$ cat config.mk
export PLATFORM = sky130hd
export DESIGN_NAME = sigmoid_inverse
export DESIGN_NICKNAME = d
export VERILOG_FILES = /design/src/rtl/sigmoid_pkg.sv /design/src/rtl/sigmoid_lut.sv /design/src/rtl/sigmoid_inverse.sv
export SDC_FILE = /design/constraint.sdc
export NUM_CORES = 1
export LEC_CHECK = 0
export ABC_AREA = 1
export BUFFER_PORTS_ARGS = -buffer_cell sky130_fd_sc_hd__buf_2
export CAP_MARGIN = 20
export CORE_ASPECT_RATIO = 0.7
export CORE_MARGIN = 3
export CORE_UTILIZATION = 42
export DETAILED_ROUTE_END_ITERATION = 16
export GPL_TIMING_DRIVEN = 0
export PLACE_DENSITY = 0.64
export SLEW_MARGIN = 5
export SYNTH_ARGS = -nofsm -noshare
export SYNTH_HDL_FRONTEND = slang
export SYNTH_SLANG_ARGS = --single-unit
$ cat constraint.sdc
create_clock -name clk -period 6.3 [get_ports clk]
set_input_delay 1.26 -clock clk [delete_from_list [all_inputs] [get_ports clk]]
set_output_delay 1.26 -clock clk [all_outputs]
set_load 0.005 [all_outputs]
$ cat src/rtl/sigmoid_pkg.sv
// sigmoid_pkg
//   Shared Q8.8 constants, the controller state encoding and a midpoint
//   helper for the inverse-sigmoid search and its lookup sub-module.
//   No ports (package).
package sigmoid_pkg;

  // Q8.8 fixed point: 8 integer bits, 8 fraction bits, two's complement.
  localparam logic signed [15:0] Q_ONE = 16'sh0100;
  localparam logic signed [15:0] X_MIN = -16'sd2048;
  localparam logic signed [15:0] X_MAX = 16'sd2048;
  localparam int                 ITER  = 13;

  typedef enum logic [1:0] {
    IDLE   = 2'd0,
    SEARCH = 2'd1,
    DONE   = 2'd2
  } state_e;

  // Floor midpoint of two Q8.8 values. The sum is formed on 17 bits so
  // lo + hi cannot wrap before the arithmetic shift.
  function automatic logic signed [15:0] q_mid(input logic signed [15:0] a,
                                               input logic signed [15:0] b);
    logic signed [16:0] s;
    s = $signed({a[15], a}) + $signed({b[15], b});
    return 16'(s >>> 1);
  endfunction

endpackage

$ cat src/rtl/sigmoid_lut.sv
// sigmoid_lut
//   Combinational Q8.8 sigmoid. Piecewise-linear segment table evaluated on
//   |x| and mirrored for negative inputs (sigmoid(-x) = 1 - sigmoid(x)).
//   The result is monotonic non-decreasing over the whole input range and
//   never reaches Q_ONE, so the top of the search window stays below 1.0.
//   Ports:
//     in_val  - Q8.8 signed argument x
//     out_val - Q8.8 signed sigmoid(x), range 0x0001..0x00FF
module sigmoid_lut
  import sigmoid_pkg::*;
(
  input  logic signed [15:0] in_val,
  output logic signed [15:0] out_val
);

  localparam logic [16:0] ONE17  = 17'(Q_ONE);
  localparam logic [16:0] SAT_HI = ONE17 - 17'd1;

  // Segment table on |x| (Q8.8):
  //   |x| in [0, 1.0)      : 0.25    * |x| + 0.5      (rounded up)
  //   |x| in [1.0, 2.375)  : 0.125   * |x| + 0.625
  //   |x| in [2.375, 5.0)  : 0.03125 * |x| + 0.84375
  //   |x| >= 5.0           : 255/256
  localparam logic [16:0] SEG1_X = 17'd256;
  localparam logic [16:0] SEG2_X = 17'd608;
  localparam logic [16:0] SEG3_X = 17'd1280;

  logic        neg;
  logic [16:0] mag;
  logic [16:0] seg;

  always_comb begin
    neg = in_val[15];
    // 17-bit magnitude so that -32768 has a representable absolute value.
    mag = neg ? (17'd0 - {in_val[15], in_val}) : {1'b0, in_val};
    if (mag >= SEG3_X) begin
      seg = SAT_HI;
    end else if (mag >= SEG2_X) begin
      seg = (mag >> 5) + 17'd216;
    end else if (mag >= SEG1_X) begin
      seg = (mag >> 3) + 17'd160;
    end else begin
      // Rounding up keeps sigmoid(-1 LSB) strictly below 0.5, so the
      // smallest x with sigmoid(x) >= 0.5 is exactly 0.
      seg = ((mag + 17'd3) >> 2) + 17'd128;
    end
    out_val = neg ? 16'(ONE17 - seg) : 16'(seg);
  end

endmodule

$ cat src/rtl/sigmoid_inverse.sv
// sigmoid_inverse
//   Binary search for the smallest x in [X_MIN, X_MAX] with
//   sigmoid(x) >= p, one iteration per clock, valid/ready on both sides.
//   Returns X_MAX when no such x exists.
//   Ports:
//     clk       - clock, rising edge
//     rst_n     - asynchronous active-low reset
//     in_valid  - request present, in_p valid
//     in_ready  - block accepts a request (IDLE only)
//     in_p      - Q8.8 target probability
//     out_valid - result present (DONE only)
//     out_ready - consumer takes the result
//     out_x     - Q8.8 result
//     out_sat   - out_x sits on X_MIN or X_MAX
//
//   state  | meaning
//   IDLE   | waiting for in_valid; in_ready high (from first edge after reset)
//   SEARCH | ITER bisection steps, then one cycle to publish lo
//   DONE   | holding out_x/out_sat until out_ready
module sigmoid_inverse #(
  parameter int                 ITER  = sigmoid_pkg::ITER,
  parameter logic signed [15:0] X_MIN = sigmoid_pkg::X_MIN,
  parameter logic signed [15:0] X_MAX = sigmoid_pkg::X_MAX
) (
  input  logic               clk,
  input  logic               rst_n,
  input  logic               in_valid,
  output logic               in_ready,
  input  logic signed [15:0] in_p,
  output logic               out_valid,
  input  logic               out_ready,
  output logic signed [15:0] out_x,
  output logic               out_sat
);

  import sigmoid_pkg::*;

  localparam int                CNT_W    = $clog2(ITER + 1);
  localparam logic [CNT_W-1:0] CNT_LAST = CNT_W'(ITER);

  state_e             state;
  state_e             state_nx;
  logic signed [15:0] p;
  logic signed [15:0] lo;
  logic signed [15:0] hi;
  logic signed [15:0] mid;
  logic signed [15:0] sig_mid;
  logic [CNT_W-1:0]   cnt;
  logic               accept;
  logic               step;
  logic               finish;

  assign mid = q_mid(lo, hi);

  sigmoid_lut u_lut (
    .in_val  (mid),
    .out_val (sig_mid)
  );

  always_ff @(posedge clk or negedge rst_n) begin
    if (!rst_n) begin
      state <= IDLE;
    end else begin
      state <= state_nx;
    end
  end

  // in_ready is gated through accept so nothing is taken before the first
  // edge after reset release.
  always_comb begin
    state_nx = state;
    accept   = 1'b0;
    step     = 1'b0;
    finish   = 1'b0;
    unique case (state)
      IDLE: begin
        if (in_valid && in_ready) begin
          accept   = 1'b1;
          state_nx = SEARCH;
        end
      end
      SEARCH: begin
        if (cnt == CNT_LAST) begin
          finish   = 1'b1;
          state_nx = DONE;
        end else begin
          step = 1'b1;
        end
      end
      DONE: begin
        if (out_ready) begin
          state_nx = IDLE;
        end
      end
      default: begin
        state_nx = IDLE;
      end
    endcase
  end

  // Handshake flags are registered from the next state so both read 0
  // during reset and in_ready comes up on the first edge after release.
  always_ff @(posedge clk or negedge rst_n) begin
    if (!rst_n) begin
      in_ready  <= 1'b0;
      out_valid <= 1'b0;
    end else begin
      in_ready  <= (state_nx == IDLE);
      out_valid <= (state_nx == DONE);
    end
  end

  always_ff @(posedge clk or negedge rst_n) begin
    if (!rst_n) begin
      p       <= '0;
      lo      <= '0;
      hi      <= '0;
      cnt     <= '0;
      out_x   <= '0;
      out_sat <= 1'b0;
    end else begin
      if (accept) begin
        p   <= in_p;
        lo  <= X_MIN;
        hi  <= X_MAX;
        cnt <= '0;
      end else if (step) begin
        // Once the window has collapsed the remaining steps are no-ops.
        if (lo < hi) begin
          if (sig_mid >= p) begin
            hi <= mid;
          end else begin
            lo <= mid + 16'sd1;
          end
        end
        cnt <= cnt + CNT_W'(1);
      end else if (finish) begin
        out_x   <= lo;
        out_sat <= (lo == X_MIN) || (lo == X_MAX);
      end
    end
  end

endmodule

==> reports/results.txt <==
Vias: 6406
Top cell by count, worst path: nand2_1
Post-route cell area: 0.00776 mm²
CTS clock-pin slew for the worst setup and hold paths: 0.07 ns
Multi-input logic area: 0.00419 mm²
Max incr delay on CP: 0.49 ns
Asr flop ratio synth: 100%
Worst EP arrival: 6.25 ns
Share of cells above drive strength 1: 21.3%
CP required: 6.53 ns
Yosys warns: 0
Largest net degree at the start of global routing: 46
CTS tree: done
Layout net count: 1091
Top-count cell post-synth: nand2_1
Reg area: 0.00183 mm²
Synth top area cells: dfrtp_1, nand2_1, ha_1, inv_1, nand3_1
Fmax: 166 MHz
Chip height: 109 µm
Initial antenna violation count: 0
#FFs+latches synth: 73
Post-Place Cell Area: 0.00679 mm²
Final setup violation count: 0
WL final: 19700 µm
IO Port Bufs: 38
Worst-path maximum fanout: 7
Clock Latency Late Sink: 0.36 ns
DRT antenna net count: 0
CP Capture Type: register
Vias in the first global route: 5587
CTS Buf Count: 9
Syn_area_per_cell: 6.79 µm²
Top_reg_cell synth: dfrtp_1
Clock sink count: 73
Root buf cell: clkbuf_16
Grt ovf: 0
Core area: 0.0143 mm²
Synth Instances: 933
DR vias/cell: 5.30
Hold crit path type: register to register
Routability cong.: 0.981
Area share of the leading cell type in the synthesized netlist: 28.8%
Rows: 36
1st-iter DRT viols: 594
Antenna Cells: 0
H-tree level count: 3
Max-cap viol count: 0
CP Class: register to register
Max-slew violations: 0
Sequential share of the synthesized area: 28.8%
Final hold viol count: 0
Chip Width: 153 µm
DRT Pass-1 Iters: 5
DIE AREA: 0.0166 mm²
Max Buffers Root-to-Sink: 2
Slew HR: 26.8%
Critical Path Slowest Stage Cell: dfrtp_1
Global-route wire length before repair: 30600 µm
Drt wl/cell: 16.3 µm
Io pins: 39
Tightest Pin Transition: 1.09 ns
DRC violations left: 0
Area growth syn-to-layout: 22.6%
Final Skew: 0.0158 ns
Outcome: finished, final reports clean
Synthesized Nets: 1010
Dominant cell type by area after synthesis: dfrtp_1
Dpl hpwl: 14800 µm
Fillcell total: 1388
Synth unique cells: 52
EDFF count, synth: 0
Worst setup SP type: register
GRT Util Overall: 23.5%
Initial core utilization: 44.2%
Synth Cell Area: 0.00634 mm²
Fin crit share: 95.5%
Most frequent cells after synthesis: nand2_1, inv_1, nand3_1
Final min period: 6.02 ns
layout make-up:
| class | instances | area share [%] |
|---|---|---|
| clock buffers | 10 | 2.95 |
| repair buffers | 70 | 6.09 |
| well taps | 190 | 3.06 |
| clock inverters | 6 | 1.77 |
| plain buffers | 20 | 1.68 |
| multi-input cells | 701 | 54.0 |
| inverters | 139 | 6.88 |
| flip-flops and latches | 73 | 23.6 |
path summary, 6_finish.rpt:
kind                              to  startpoint  slack, ns  depth (start not counted)
max in group asynchronous      lo[1]       rst_n       4.87                          2
setup reg to reg               lo[3]       lo[9]       0.28                         44
setup / recovery               lo[3]       lo[9]       0.28                         44
hold reg to reg            out_x[10]   out_x[10]       0.47                          2
hold / removal             out_x[10]   out_x[10]       0.47                          2
min in group asynchronous     hi[10]       rst_n       0.85                          1
cells in the final DEF, fill, tap and decap left out, types with 10 or more instances in the layout:
cell type | netlist | layout
nand2_1 | 248 | 237
inv_1 | 118 | 113
nand3_1 | 85 | 81
dfrtp_1 | 73 | 69
o21ai_0 | 76 | 63
nor2_1 | 66 | 53
ha_1 | 56 | 47
buf_2 | 2 | 39
a21oi_1 | 42 | 38
buf_4 | 2 | 29
nand2_2 | 18 | 27
inv_2 | 17 | 18
o21ai_1 | 5 | 17
xor2_1 | 16 | 16
nand4_1 | 15 | 15
nor2_2 | 6 | 15
clkbuf_1 | 14 | 10
per-stage QoR:
step / utilization (%) / std cells / worst slack [ns] / hold WS (ns) / setup TNS (ns)
2_1_floorplan: - / 933 / 0.533 / 0.435 / 0
3_3_place_gp: 47.2 / 1161 / -0.864 / 0.452 / -25.09
3_5_place_dp: 47.4 / 1162 / -0.873 / 0.457 / -24.55
4_1_cts: 51.1 / 1186 / 0.00856 / 0.469 / 0
5_1_grt: 54.2 / 1209 / -0.0969 / 0.505 / -2.11
6_report: 54.2 / 1209 / 0.285 / 0.468 / 0
per-layer routing:
layer	part of all wire, %	up-vias	global-route usage, %
met3	11	17	8.57
met2	38	223	30.9
met4	1.0	0	4.83
met5	0	-	0
met1	49	2969	36.3
li1	-	3197	-
timing repair:
item | CTS | global route
setup buffers | 7 | 22
resized for setup | 30 | 78
hold buffers | 0 | 0
hold endpoints to repair | 0 | 0
cloned | 1 | 0
pin swaps | 3 | 16
endpoints found under the setup margin | 32 | 32
state kept, by name, summed over array words and instances (netlist names):
register and count:
out_valid 1, state 2, lo 16, out_x 16, in_ready 1, hi 16
out_sat 1, p 16, cnt 4
critical path, delay by kind of cell, from the launching register on:
family | cells | cell delay [ns]
AOI/OAI and AO/OA | 9 | 1.19
xor gates and xnor gates | 3 | 0.48
adders and majority gates | 3 | 0.90
buffers and inverters | 9 | 0.76
DFF | 1 | 0.49
and+or+nand+nor | 20 | 2.02
logic make-up (layout without fill, tap and decap cells):
group | count (synthesis) | after routing | synth area share (%)
adders and majority gates | 57 | 57 | 11.4
buffers and inverters | 159 | 245 | 9.64
and+or+nand+nor | 473 | 473 | 33.6
xor gates and xnor gates | 21 | 21 | 3.20
DFF | 73 | 73 | 28.8
AOI/OAI and AO/OA | 150 | 150 | 13.4
Power is not shown: default switching activity piles up to over one toggle a cycle in this logic, so the estimate is an artifact.
